===== config.mk =====
export PLATFORM = sky130hd
export DESIGN_NAME = mpsoc_msi_ahb3_slave_port
export DESIGN_NICKNAME = d
export VERILOG_FILES = /design/src/rtl/mpsoc_msi_ahb3_slave_port.sv
export SDC_FILE = /design/constraint.sdc
export NUM_CORES = 1
export LEC_CHECK = 0
export CORE_AREA = 2 2 406 408
export CTS_CLUSTER_DIAMETER = 120
export DETAILED_ROUTE_END_ITERATION = 10
export DIE_AREA = 0 0 408 410
export HOLD_SLACK_MARGIN = 0.1
export PLACE_DENSITY_LB_ADDON = 0.2
export SLEW_MARGIN = 20
export SYNTH_ARGS = -nofsm -noshare
export SYNTH_HDL_FRONTEND = slang
export SYNTH_SLANG_ARGS = --single-unit

===== constraint.sdc =====
create_clock -name HCLK -period 7.4 [get_ports HCLK]
set_input_delay 0.74 -clock HCLK [delete_from_list [all_inputs] [get_ports HCLK]]
set_output_delay 0.74 -clock HCLK [all_outputs]
set_load 0.1 [all_outputs]

===== src/rtl/mpsoc_msi_ahb3_slave_port.sv =====
// AHB3 slave-side arbiter/mux: priority arbitration among MASTERS, one-cycle grant, wait states freeze ownership.
// Optional MPSOC_MSI_AHB3_ROUND_ROBIN_EN rotates equal-priority ties; default build resolves ties to the lowest index.
module mpsoc_msi_ahb3_slave_port #(
   parameter int PLEN    = 64,
   parameter int XLEN    = 64,
   parameter int MASTERS = 5
) (
   input  logic                          HCLK,
   input  logic                          HRESET,
   input  logic [MASTERS-1:0][2:0]       mstpriority,
   input  logic [MASTERS-1:0]            mstHSEL,
   input  logic [MASTERS-1:0][PLEN-1:0]  mstHADDR,
   input  logic [MASTERS-1:0][XLEN-1:0]  mstHWDATA,
   input  logic [MASTERS-1:0]            mstHWRITE,
   input  logic [MASTERS-1:0][2:0]       mstHSIZE,
   input  logic [MASTERS-1:0][2:0]       mstHBURST,
   input  logic [MASTERS-1:0][3:0]       mstHPROT,
   input  logic [MASTERS-1:0][1:0]       mstHTRANS,
   input  logic [MASTERS-1:0]            mstHMASTLOCK,
   input  logic [MASTERS-1:0]            mstHREADY,
   input  logic [MASTERS-1:0]            can_switch,
   output logic [MASTERS-1:0]            master_granted,
   output logic [XLEN-1:0]               mstHRDATA,
   output logic [MASTERS-1:0]            mstHREADYOUT,
   output logic [MASTERS-1:0]            mstHRESP,
   output logic                          slvHSEL,
   output logic [PLEN-1:0]               slvHADDR,
   output logic [XLEN-1:0]               slvHWDATA,
   output logic                          slvHWRITE,
   output logic [2:0]                    slvHSIZE,
   output logic [2:0]                    slvHBURST,
   output logic [3:0]                    slvHPROT,
   output logic [1:0]                    slvHTRANS,
   output logic                          slvHMASTLOCK,
   output logic                          slvHREADY,
   input  logic [XLEN-1:0]               slvHRDATA,
   input  logic                          slvHREADYOUT,
   input  logic                          slvHRESP
);
   localparam int IW = (MASTERS > 1) ? $clog2(MASTERS) : 1;

   typedef enum logic {S_IDLE, S_OWNED} state_t;

   state_t             state_q, state_d;
   logic [MASTERS-1:0] gnt_q, gnt_d, dgnt_q;
   logic [MASTERS-1:0] req, win;
   logic [IW-1:0]      best_idx;
   logic [2:0]         best_prio;
   logic               found, upd;

   always_comb begin
      for (int i = 0; i < MASTERS; i++)
         req[i] = mstHSEL[i] & (mstHTRANS[i] != 2'b00);
   end

`ifdef MPSOC_MSI_AHB3_ROUND_ROBIN_EN
   // ptr_q holds the index where the tie search starts: one past the last grant.
   logic [IW-1:0] ptr_q;

   always_comb begin
      int j;
      best_idx  = '0;
      best_prio = '0;
      found     = 1'b0;
      j         = 0;
      for (int k = 0; k < MASTERS; k++) begin
         j = int'(ptr_q) + k;
         if (j >= MASTERS) j = j - MASTERS;
         if (req[j] && (!found || mstpriority[j] > best_prio)) begin
            found     = 1'b1;
            best_idx  = IW'(j);
            best_prio = mstpriority[j];
         end
      end
   end

   always_ff @(posedge HCLK) begin
      if (HRESET)
         ptr_q <= '0;
      else if (upd && found)
         ptr_q <= (int'(best_idx) == MASTERS - 1) ? '0 : best_idx + 1'b1;
   end
`else
   always_comb begin
      best_idx  = '0;
      best_prio = '0;
      found     = 1'b0;
      for (int i = 0; i < MASTERS; i++) begin
         if (req[i] && (!found || mstpriority[i] > best_prio)) begin
            found     = 1'b1;
            best_idx  = IW'(i);
            best_prio = mstpriority[i];
         end
      end
   end
`endif

   assign win = found ? (MASTERS'(1) << best_idx) : '0;

   // A locked owner holds can_switch low, so lock needs no separate gating here.
   assign upd = slvHREADYOUT & ((state_q == S_IDLE) | (|(gnt_q & can_switch)));

   always_comb begin
      state_d = state_q;
      gnt_d   = gnt_q;
      if (upd) begin
         gnt_d   = win;
         state_d = found ? S_OWNED : S_IDLE;
      end
   end

   always_ff @(posedge HCLK) begin
      if (HRESET) begin
         state_q <= S_IDLE;
         gnt_q   <= '0;
         dgnt_q  <= '0;
      end else begin
         state_q <= state_d;
         gnt_q   <= gnt_d;
         if (slvHREADYOUT)
            dgnt_q <= gnt_q & req;
      end
   end

   assign master_granted = gnt_q;

   always_comb begin
      slvHSEL      = 1'b0;
      slvHADDR     = '0;
      slvHWRITE    = 1'b0;
      slvHSIZE     = '0;
      slvHBURST    = '0;
      slvHPROT     = '0;
      slvHTRANS    = 2'b00;
      slvHMASTLOCK = 1'b0;
      for (int i = 0; i < MASTERS; i++) begin
         if (gnt_q[i]) begin
            slvHSEL      = mstHSEL[i];
            slvHADDR     = mstHADDR[i];
            slvHWRITE    = mstHWRITE[i];
            slvHSIZE     = mstHSIZE[i];
            slvHBURST    = mstHBURST[i];
            slvHPROT     = mstHPROT[i];
            slvHTRANS    = mstHTRANS[i];
            slvHMASTLOCK = mstHMASTLOCK[i];
         end
      end
   end

   always_comb begin
      slvHWDATA = '0;
      slvHREADY = slvHREADYOUT;
      for (int i = 0; i < MASTERS; i++) begin
         if (dgnt_q[i]) begin
            slvHWDATA = mstHWDATA[i];
            slvHREADY = mstHREADY[i];
         end
      end
   end

   assign mstHRDATA    = slvHRDATA;
   assign mstHREADYOUT = {MASTERS{slvHREADYOUT}};
   assign mstHRESP     = dgnt_q & {MASTERS{slvHRESP}};

endmodule


# Word level (Yosys, flattened, before mapping)
# Cells that the tools add are included.
[word_totals] out_inout_bits=223 word_cells=102 register_bits=11
[op_classes] mux=65 n_bitwise=11 magnitude_cmp=4 reduce_logical=18 shift=1
[ops] cell="$mux W64" count=10
[ops] cell="$mux W3" count=17
[ops] cell="$mux W1" count=27
[ops] cell="$mux W4" count=5
[ops] cell="$and A5 B5 Y5" count=3
[ops] cell="$gt A3 B3 Y1" count=4
[ops] cell="$mux W2" count=5
[ops] cell="$reduce_bool A2 Y1" count=5
[ops] cell="$and A1 B1 Y1" count=6
[ops] cell="$mux W5" count=1
[ops] cell="$reduce_or A5 Y1" count=1
[ops] cell="$shl A1 B3 Y5 const A" count=1
[ops] cell="$logic_and A1 B1 Y1" count=4
[ops] cell="$logic_not A1 Y1" count=4
[ops] cell="$logic_or A1 B1 Y1" count=4
[ops] cell="$not A1 Y1" count=1
[ops] cell="$or A1 B1 Y1" count=1

# Logic depth before layout (Yosys ltp)
# Gate-level depths: netlist of the first run.
[logic_depth] depth_word=21 mapped_depth=27 ltp_nobuf=26

# Worst setup path before layout of the first run
# OpenSTA, ideal clock, no wires.
[synth_timing] path_kind="input to register" startpoint="input mstHTRANS[0] in the netlist's numbering" endpoint="register gnt_q[1], in the netlist master_granted[1]" stages=27 arrival_ps=5399 required_time_ps=7308 slack_ps=1908 cell_sequence="o21a_1 -> and2_1 -> inv_1 -> ha_1 -> and3b_1 -> o21ai_2 -> or2_0 -> buf_6 -> a22oi_1 -> ha_1 -> and3b_1 -> o21ai_0 -> a21o_1 -> nor2_1 -> or2_1 -> ha_1 -> and3b_1 -> o21ai_1 -> a21oi_1 -> nand2_1 -> o31a_1 -> ha_1 -> a21oi_1 -> a21oi_1 -> a2bb2oi_1 -> o211ai_1 -> o32ai_1"
[synth_via] elab_chain_len=21 elab_cells_between_ends=33 classes_between="4 x order compare; 1 x shift; 14 x mux; 1 x bitwise; 13 x reduce/logical"
[synth_rtl] element="start, declared" line_no="18" text="input logic [MASTERS-1:0][1:0] mstHTRANS,"
[synth_rtl] element="$reduce_bool A2 Y1 *" line_no="53" text="req[i] = mstHSEL[i] & (mstHTRANS[i] != 2'b00);"
[synth_rtl] element="$and A1 B1 Y1 *" line_no="53"
[synth_rtl] element="$mux W3 or $mux W1 (tied branches)" line_no="89" text="if (req[i] && (!found || mstpriority[i] > best_prio)) begin"
[synth_rtl] element="$gt A3 B3 Y1 or $logic_not A1 Y1 (tied branches)" line_no="89"
[synth_rtl] element="$logic_or A1 B1 Y1" line_no="89"
[synth_rtl] element="$logic_and A1 B1 Y1" line_no="89"
[synth_rtl] element="$mux W3 or $mux W1 (tied branches)" line_no="89"
[synth_rtl] element="$gt A3 B3 Y1 or $logic_not A1 Y1 (tied branches)" line_no="89"
[synth_rtl] element="[... 5 more ...]"
[synth_rtl] element="$logic_and A1 B1 Y1" line_no="89"
[synth_rtl] element="$mux W3 or $mux W1 (tied branches)" line_no="89"
[synth_rtl] element="$gt A3 B3 Y1 or $logic_not A1 Y1 (tied branches)" line_no="89"
[synth_rtl] element="$logic_or A1 B1 Y1" line_no="89"
[synth_rtl] element="$logic_and A1 B1 Y1" line_no="89"
[synth_rtl] element="$mux W3" line_no="89"
[synth_rtl] element="$shl A1 B3 Y5" line_no="98" text="assign win = found ? (MASTERS'(1) << best_idx) : '0;"
[synth_rtl] element="$mux W5 *" line_no="98"
[synth_rtl] element="end signal, assigned" line_no="119" text="gnt_q <= gnt_d;"
[synth_rtl] element="end, declared" line_no="45" text="logic [MASTERS-1:0] gnt_q, gnt_d, dgnt_q;"
# Mark *: on every way between the ends. The rest lies on a longest branch, timed or not.
# A chain may end at the register's enable or synchronous reset.

# Final worst setup path of the first run
[layout_timing] startpoint="input mstHTRANS[0] in the netlist's numbering" endpoint="register gnt_q[0], in the netlist master_granted[0]"
# The elaborated chain is that of the path after synthesis.

==> out/qor.yml, run 1 <==
multi_input_area_um2: 5670
period_minus_slack_ns: 6.70
holdBufCountCts: 0
drt_iter0_markers: 739
via_per_inst: 3.04
synth.cell_area_um2: 7010
drv_cap: 0
post_cts_buffers: 0
setup_violations: 0
cp_slowest_cell: "clkdlybuf4s50_1"
drive_gt1_share_pct: 6.29
die-area_um2: 167000
power_leakage_nw: 5.54
gr-total-overflow: 0
antenna_found_initial: 67
power.density_nw_per_um2: 106
r2r-end: "master_granted[4]"
relSlewSlack_pct: 21.9
synth_nets: 2017
whs_endpoint: "state_q"
initial_core_util_pct: 4.29
clock_latency_ns: 0.24
worstMarginPinSlew_ns: 1.17
row_count: 149
fin_crit_sh_pct: 90.5
regArea_um2: 250
grt_use_total_pct: 12.3
ys_async_sr_fraction_pct: 0
ios: 1031
seq_power_share_pct: 4.6
hp-class: "reg2reg"
syn_inst: 1197
synth_edf_count: 0
rr_worst_depth: 6
yosysUniqueCellTypes: 42
ys_seq_elements: 11
dieWidth_um: 408
p_comb_share_pct: 90.1
die_h_um: 410
grt_start_max_net_pins: 80
placed_area_um2: 17900
wirelength_um: 109000
nNetsFinal: 2760
worstHoldPathCells: 2
final_max_slew_viol_count: 0
clock.fmax_mhz: 149
fin_skew_ns: 0.00686
r2r_slack_ns: 4.68
rsz0062_at_grt: "false"
fin_setup_tns_ns: 0
drc: 0
clkPwrFrac_pct: 5.3
area_delta_synth_final_pct: 156
cts_root_buf: "clkbuf_16"
slowest_delay_ns: 0.51
cts_resized: 0
via_count: 12600
critPathMostFrequentCell: "ha_1"
r2r-start: "master_granted[4]"
cp.required_ns: 7.55
layout_common_cells: "clkdlybuf4s50_1, nand2_1, a21oi_1"
cts_tree: "yes"
filler_cell_count: 19100
core_um2: 163000
power.internal_w: 0.000726
clk_pin_slew_ns: 0.05
vdd_drop_max_mv: 0.0761
syn_avg_cell_area_um2: 5.86
grt_pass1_wl_um: 137000
status: "completed"
ctsLongestPathBuffers: 2
wl_per_cell_um: 26.4
cts_buffers: 3
startpoint_type: "input port"
crit_path_max_fanout: 8
endpoint_kind: "flop"
drt_pass1_iterations: 5
finalHoldViolCount: 0
hpwl_um: 96500
swShare_pct: 61.7
hp-start: "state_q"
synth_warnings: 0
cp.arrival_ns: 6.84
grt_pass1_vias: 12600
final_area_um2: 18000
cts.sinks: 11
ant_nets: 0
synthFlopType: "dfxtp_1"
worstSetupPathType: "in2reg"
final_common_cell: "clkdlybuf4s50_1"
ctsHtreeMaxLevel: 1
port_buffers: 902
yosysSeqAreaShare_pct: 3.14
fin_util_pct: 11.0
p_sw_w: 0.00117
place_congestion: 0.835
-- power by group through the flow --
| stage | clock network, W | registers (W) | logic [W] |
|---|---|---|---|
| final | 0.000101 | 0.0000869 | 0.00171 |
| after global routing | 0.000107 | 0.0000896 | 0.00179 |
| after CTS | 0.000103 | 0.0000881 | 0.00175 |
| after detailed placement | 0 | 0.0000890 | 0.00174 |
| after global placement | 0 | 0.0000894 | 0.00174 |
| after floorplan | 0 | 0.0000763 | 0.00106 |
-- area by class of cell --
cell class	count	area share [%]
inverters	8	0.167
clock buffers	4	0.439
flip-flops and latches	11	1.39
well taps	2189	15.3
diodes	6	0.0836
repair buffers	940	51.1
multi-input cells	976	31.6
-- worst max path at each step --
stage | start | end
finish | mstHTRANS[0] | master_granted[0]
global route | mstHTRANS[0] | master_granted[0]
CTS | mstHTRANS[0] | master_granted[0]
detailed placement | mstHTRANS[0] | master_granted[0]
global placement | mstHTRANS[0] | master_granted[1]
floorplan | mstHTRANS[0] | master_granted[1]
-- kinds of logic (layout without fill, tap and decap cells) --
kind of cell    count (synthesis)  in the layout  share of synthesized area [%]
buf+inv                       210            952                           16.2
compound gates                477            477                           43.4
flops                          11             11                           3.14
simple gates                  484            484                           34.7
other cells                     0              6                              0
mux                             3              3                          0.446
fa+ha+maj                      12             12                           2.14
-- synthesized netlist by cell type (9+ instances only) --
library cell / number / area share, %
a21oi_1: 153 / 11
a221oi_1: 143 / 18
and2_1: 9 / 0.80
buf_2: 42 / 3.0
buf_4: 70 / 7.5
clkbuf_1: 84 / 4.5
dfxtp_1: 11 / 3.1
ha_1: 12 / 2.1
nand2_1: 161 / 8.6
nor2b_1: 145 / 13
nor3_1: 143 / 10
o21ai_0: 125 / 8.9
o21ai_1: 25 / 1.8
-- state kept, by name (all words and copies together), names as in the netlist --
name,count
dgnt_q,5
master_granted,5
state_q,1
-- routing by layer --
| metal | global-route usage (%) | vias to the layer above | share of wire (%) |
|---|---|---|---|
| met4 | 1.56 | 24 | 1.7 |
| met1 | 15.0 | 5894 | 42 |
| met2 | 21.8 | 667 | 49 |
| met5 | 0 | - | 0.15 |
| met3 | 3.69 | 120 | 7.1 |
| li1 | - | 5865 | - |
-- through the flow --
| step | power (W) | hold WS [ns] | worst slack (ns) | std cells |
|---|---|---|---|---|
| 3_3_place_gp | 0.00183 | 0.596 | 0.436 | 4123 |
| 3_5_place_dp | 0.00183 | 0.583 | 0.416 | 4124 |
| 6_report | 0.00190 | 0.565 | 0.704 | 4134 |
| 5_1_grt | 0.00198 | 0.624 | 0.241 | 4131 |
| 2_1_floorplan | 0.00114 | 0.457 | 1.91 | 1197 |
| 4_1_cts | 0.00194 | 0.590 | 0.646 | 4128 |
-- critical path, delay by kind of cell --
kind	cells	cell delay, ns
buffers and inverters	4	0.94
and+or+nand+nor	6	1.08
AOI/OAI and AO/OA	15	2.76
adders and majority gates	4	1.27
Power figures use the tool's default switching activity.
==> run 2, diff against run 1 <==
Settings changed: CORE_AREA 2 2 406 408 to 2 2 398 400, CTS_BUF_LIST set to sky130_fd_sc_hd__clkbuf_8, DIE_AREA 0 0 408 410 to 0 0 400 402, TNS_END_PERCENT set to 10.
==> run 2 against run 1 <==
Effect of this change: die area is 3.9% lower; flip-flop and latch count stayed put; via count is 1.1% lower; critical path depth is 1 lower; maximum frequency is 0.12% lower; register-to-register slack better by 0.28 ns; non-clock buffer count is 4 lower; largest cell class unchanged; highest routed layer unchanged.
==> out/qor.yml, run 2 (synthesis results as in run 1) <==
drt_pass1_iterations: 5  # unchanged
swShare_pct: 62.6  # was 61.7%
worstSetupPathType: "in2reg"  # unchanged
drt_iter0_markers: 644  # was 739
post-place-ws_ns: 0.406  # was 0.416 ns
ios: 1031  # unchanged
hpwl_um: 94500  # was 96,500 µm
area_delta_synth_final_pct: 155  # was 156%
p_comb_share_pct: 91.9  # was 90.1%
place_congestion: 0.840  # was 0.835
relSlewSlack_pct: 19.0  # was 21.9%
vdd_drop_max_mv: 0.0485  # was 0.0761 mV
ctsLongestPathBuffers: 2  # unchanged
final_common_cell: "clkdlybuf4s50_1"  # unchanged
hp-start: "dgnt_q[0]"  # was state_q
via_count: 12400  # was 12,600
place_inst: 4003  # was 4,124
layout_setup_ws_ns: 0.696  # was 0.704 ns
die-area_um2: 161000  # was 167,000 µm²
fin_cells: 4010  # was 4,134
worstMarginPinSlew_ns: 1.21  # was 1.17 ns
crit_path_max_fanout: 8  # unchanged
wl_per_cell_um: 26.6  # was 26.4 µm
drc: 0  # unchanged
cts_resized: 0  # unchanged
power_leakage_nw: 5.54  # about the same
core_um2: 157000  # was 163,000 µm²
grt_pass1_wl_um: 133000  # was 137,000 µm
drv_cap: 0  # unchanged
r2r-start: "master_granted[2]"  # was master_granted[4]
fin_util_pct: 11.4  # was 11.0%
cp.required_ns: 7.55  # about the same
antenna_found_initial: 60  # was 67
fin_skew_ns: 0.00730  # was 0.00686 ns
endpoint_kind: "flop"  # unchanged
nNetsFinal: 2756  # was 2,760
dieWidth_um: 400  # was 408 µm
clk_pin_slew_ns: 0.06  # was 0.05 ns
initial_core_util_pct: 4.46  # was 4.29%
gr-total-overflow: 0  # unchanged
layout_common_cells: "clkdlybuf4s50_1, nand2_1, a21oi_1"  # unchanged
clock.fmax_mhz: 149  # about the same
grt_start_max_net_pins: 77  # was 80
cts.sinks: 11  # unchanged
hp-class: "reg2reg"  # unchanged
port_buffers: 902  # unchanged
via_per_inst: 3.10  # was 3.04
ant_nets: 0  # unchanged
row_count: 146  # was 149
fin_setup_tns_ns: 0  # unchanged
power.density_nw_per_um2: 104  # was 106 nW/µm²
hold_ws_ns: 0.611  # was 0.565 ns
rsz0062_at_grt: "false"  # unchanged
p_sw_w: 0.00116  # was 0.00117 W
wirelength_um: 107000  # was 109,000 µm
status: "completed"  # unchanged
power.internal_w: 0.000692  # was 0.000726 W
drive_gt1_share_pct: 6.25  # was 6.29%
startpoint_type: "input port"  # unchanged
seq_power_share_pct: 4.7  # was 4.6%
grt_pass1_vias: 12600  # about the same
finalHoldViolCount: 0  # unchanged
cts_root_buf: "clkbuf_8"  # was clkbuf_16
ctsHtreeMaxLevel: 1  # unchanged
clock_latency_ns: 0.24  # about the same
cts_buffers: 3  # unchanged
period_minus_slack_ns: 6.70  # about the same
critPathLaunch: "mstHSEL[0]"  # was mstHTRANS[0]
filler_cell_count: 18400  # was 19,100
post_cts_buffers: 0  # unchanged
cp.arrival_ns: 6.85  # was 6.84 ns
setup_violations: 0  # unchanged
clkPwrFrac_pct: 3.4  # was 5.3%
final_max_slew_viol_count: 0  # unchanged
die_h_um: 402  # was 410 µm
holdBufCountCts: 0  # unchanged
grt_use_total_pct: 12.5  # was 12.3%
fin_crit_sh_pct: 90.6  # was 90.5%
cts_tree: "yes"  # unchanged
run 2: area by class of cell:
cell class                 instances  area (µm²)  share of cell area [%]
timing repair buffer             936        9230                    51.7
multi-input combinational        976        5710                    31.9
tap                             2072        2590                    14.5
sequential                        11         250                    1.40
clock buffer                       3        41.3                   0.231
inverter                           8        30.0                   0.168
antenna                            3        7.51                  0.0420
clock inverter                     1        5.00                  0.0280
run 2: stage by stage:
stage	power, W	area (µm²)
2_1_floorplan	0.00114	7010
3_3_place_gp	0.00183	17800
3_5_place_dp	0.00183	17800
4_1_cts	0.00190	17900
5_1_grt	0.00194	17900
6_report	0.00185	17900
run 2: power by group through the flow:
| stage | logic (W) | registers, W | clock network (W) |
|---|---|---|---|
| floorplan | 0.00106 | 0.0000763 | 0 |
| detailed placement | 0.00174 | 0.0000908 | 0 |
| CTS | 0.00174 | 0.0000895 | 0.0000647 |
| global route | 0.00178 | 0.0000902 | 0.0000674 |
| finish | 0.00170 | 0.0000876 | 0.0000627 |
| global placement | 0.00174 | 0.0000905 | 0 |
run 2: final timing paths:
| path | endpoint | slack, ns | depth (start not counted) |
|---|---|---|---|
| min reg2reg | dgnt_q[0] | 0.61 | 2 |
| max | master_granted[1] | 0.70 | 28 |
| min | dgnt_q[0] | 0.61 | 2 |
| max reg2reg | master_granted[4] | 4.96 | 6 |
run 2: worst max-delay path, stage by stage:
cell             delay, ns
clkdlybuf4s50_1       0.52
o21a_1                0.19
buf_4                 0.22
and2_1                0.23
inv_1                 0.07
ha_1                  0.29
and3b_1               0.18
o21ai_2               0.07
a21oi_2               0.37
a22oi_1               0.14
ha_1                  0.34
a21o_1                0.19
o21ai_0               0.33
a21o_1                0.21
nor2_1                0.07
or2_1                 0.22
ha_1                  0.30
and3b_1               0.16
o21ai_1               0.10
a21oi_1               0.44
nand2_1               0.11
o31a_1                0.12
ha_1                  0.30
a21oi_1               0.16
a21oi_1               0.13
a2bb2oi_1             0.20
o211ai_1              0.16
o32ai_1               0.30
run 2: layer usage:
| metal | global-route usage [%] | share of wire [%] | up-vias |
|---|---|---|---|
| li1 | - | - | 5859 |
| met1 | 14.6 | 40 | 5792 |
| met2 | 23.1 | 51 | 646 |
| met3 | 3.60 | 7.8 | 114 |
| met4 | 0.867 | 1.0 | 18 |
| met5 | 0 | 0.11 | - |
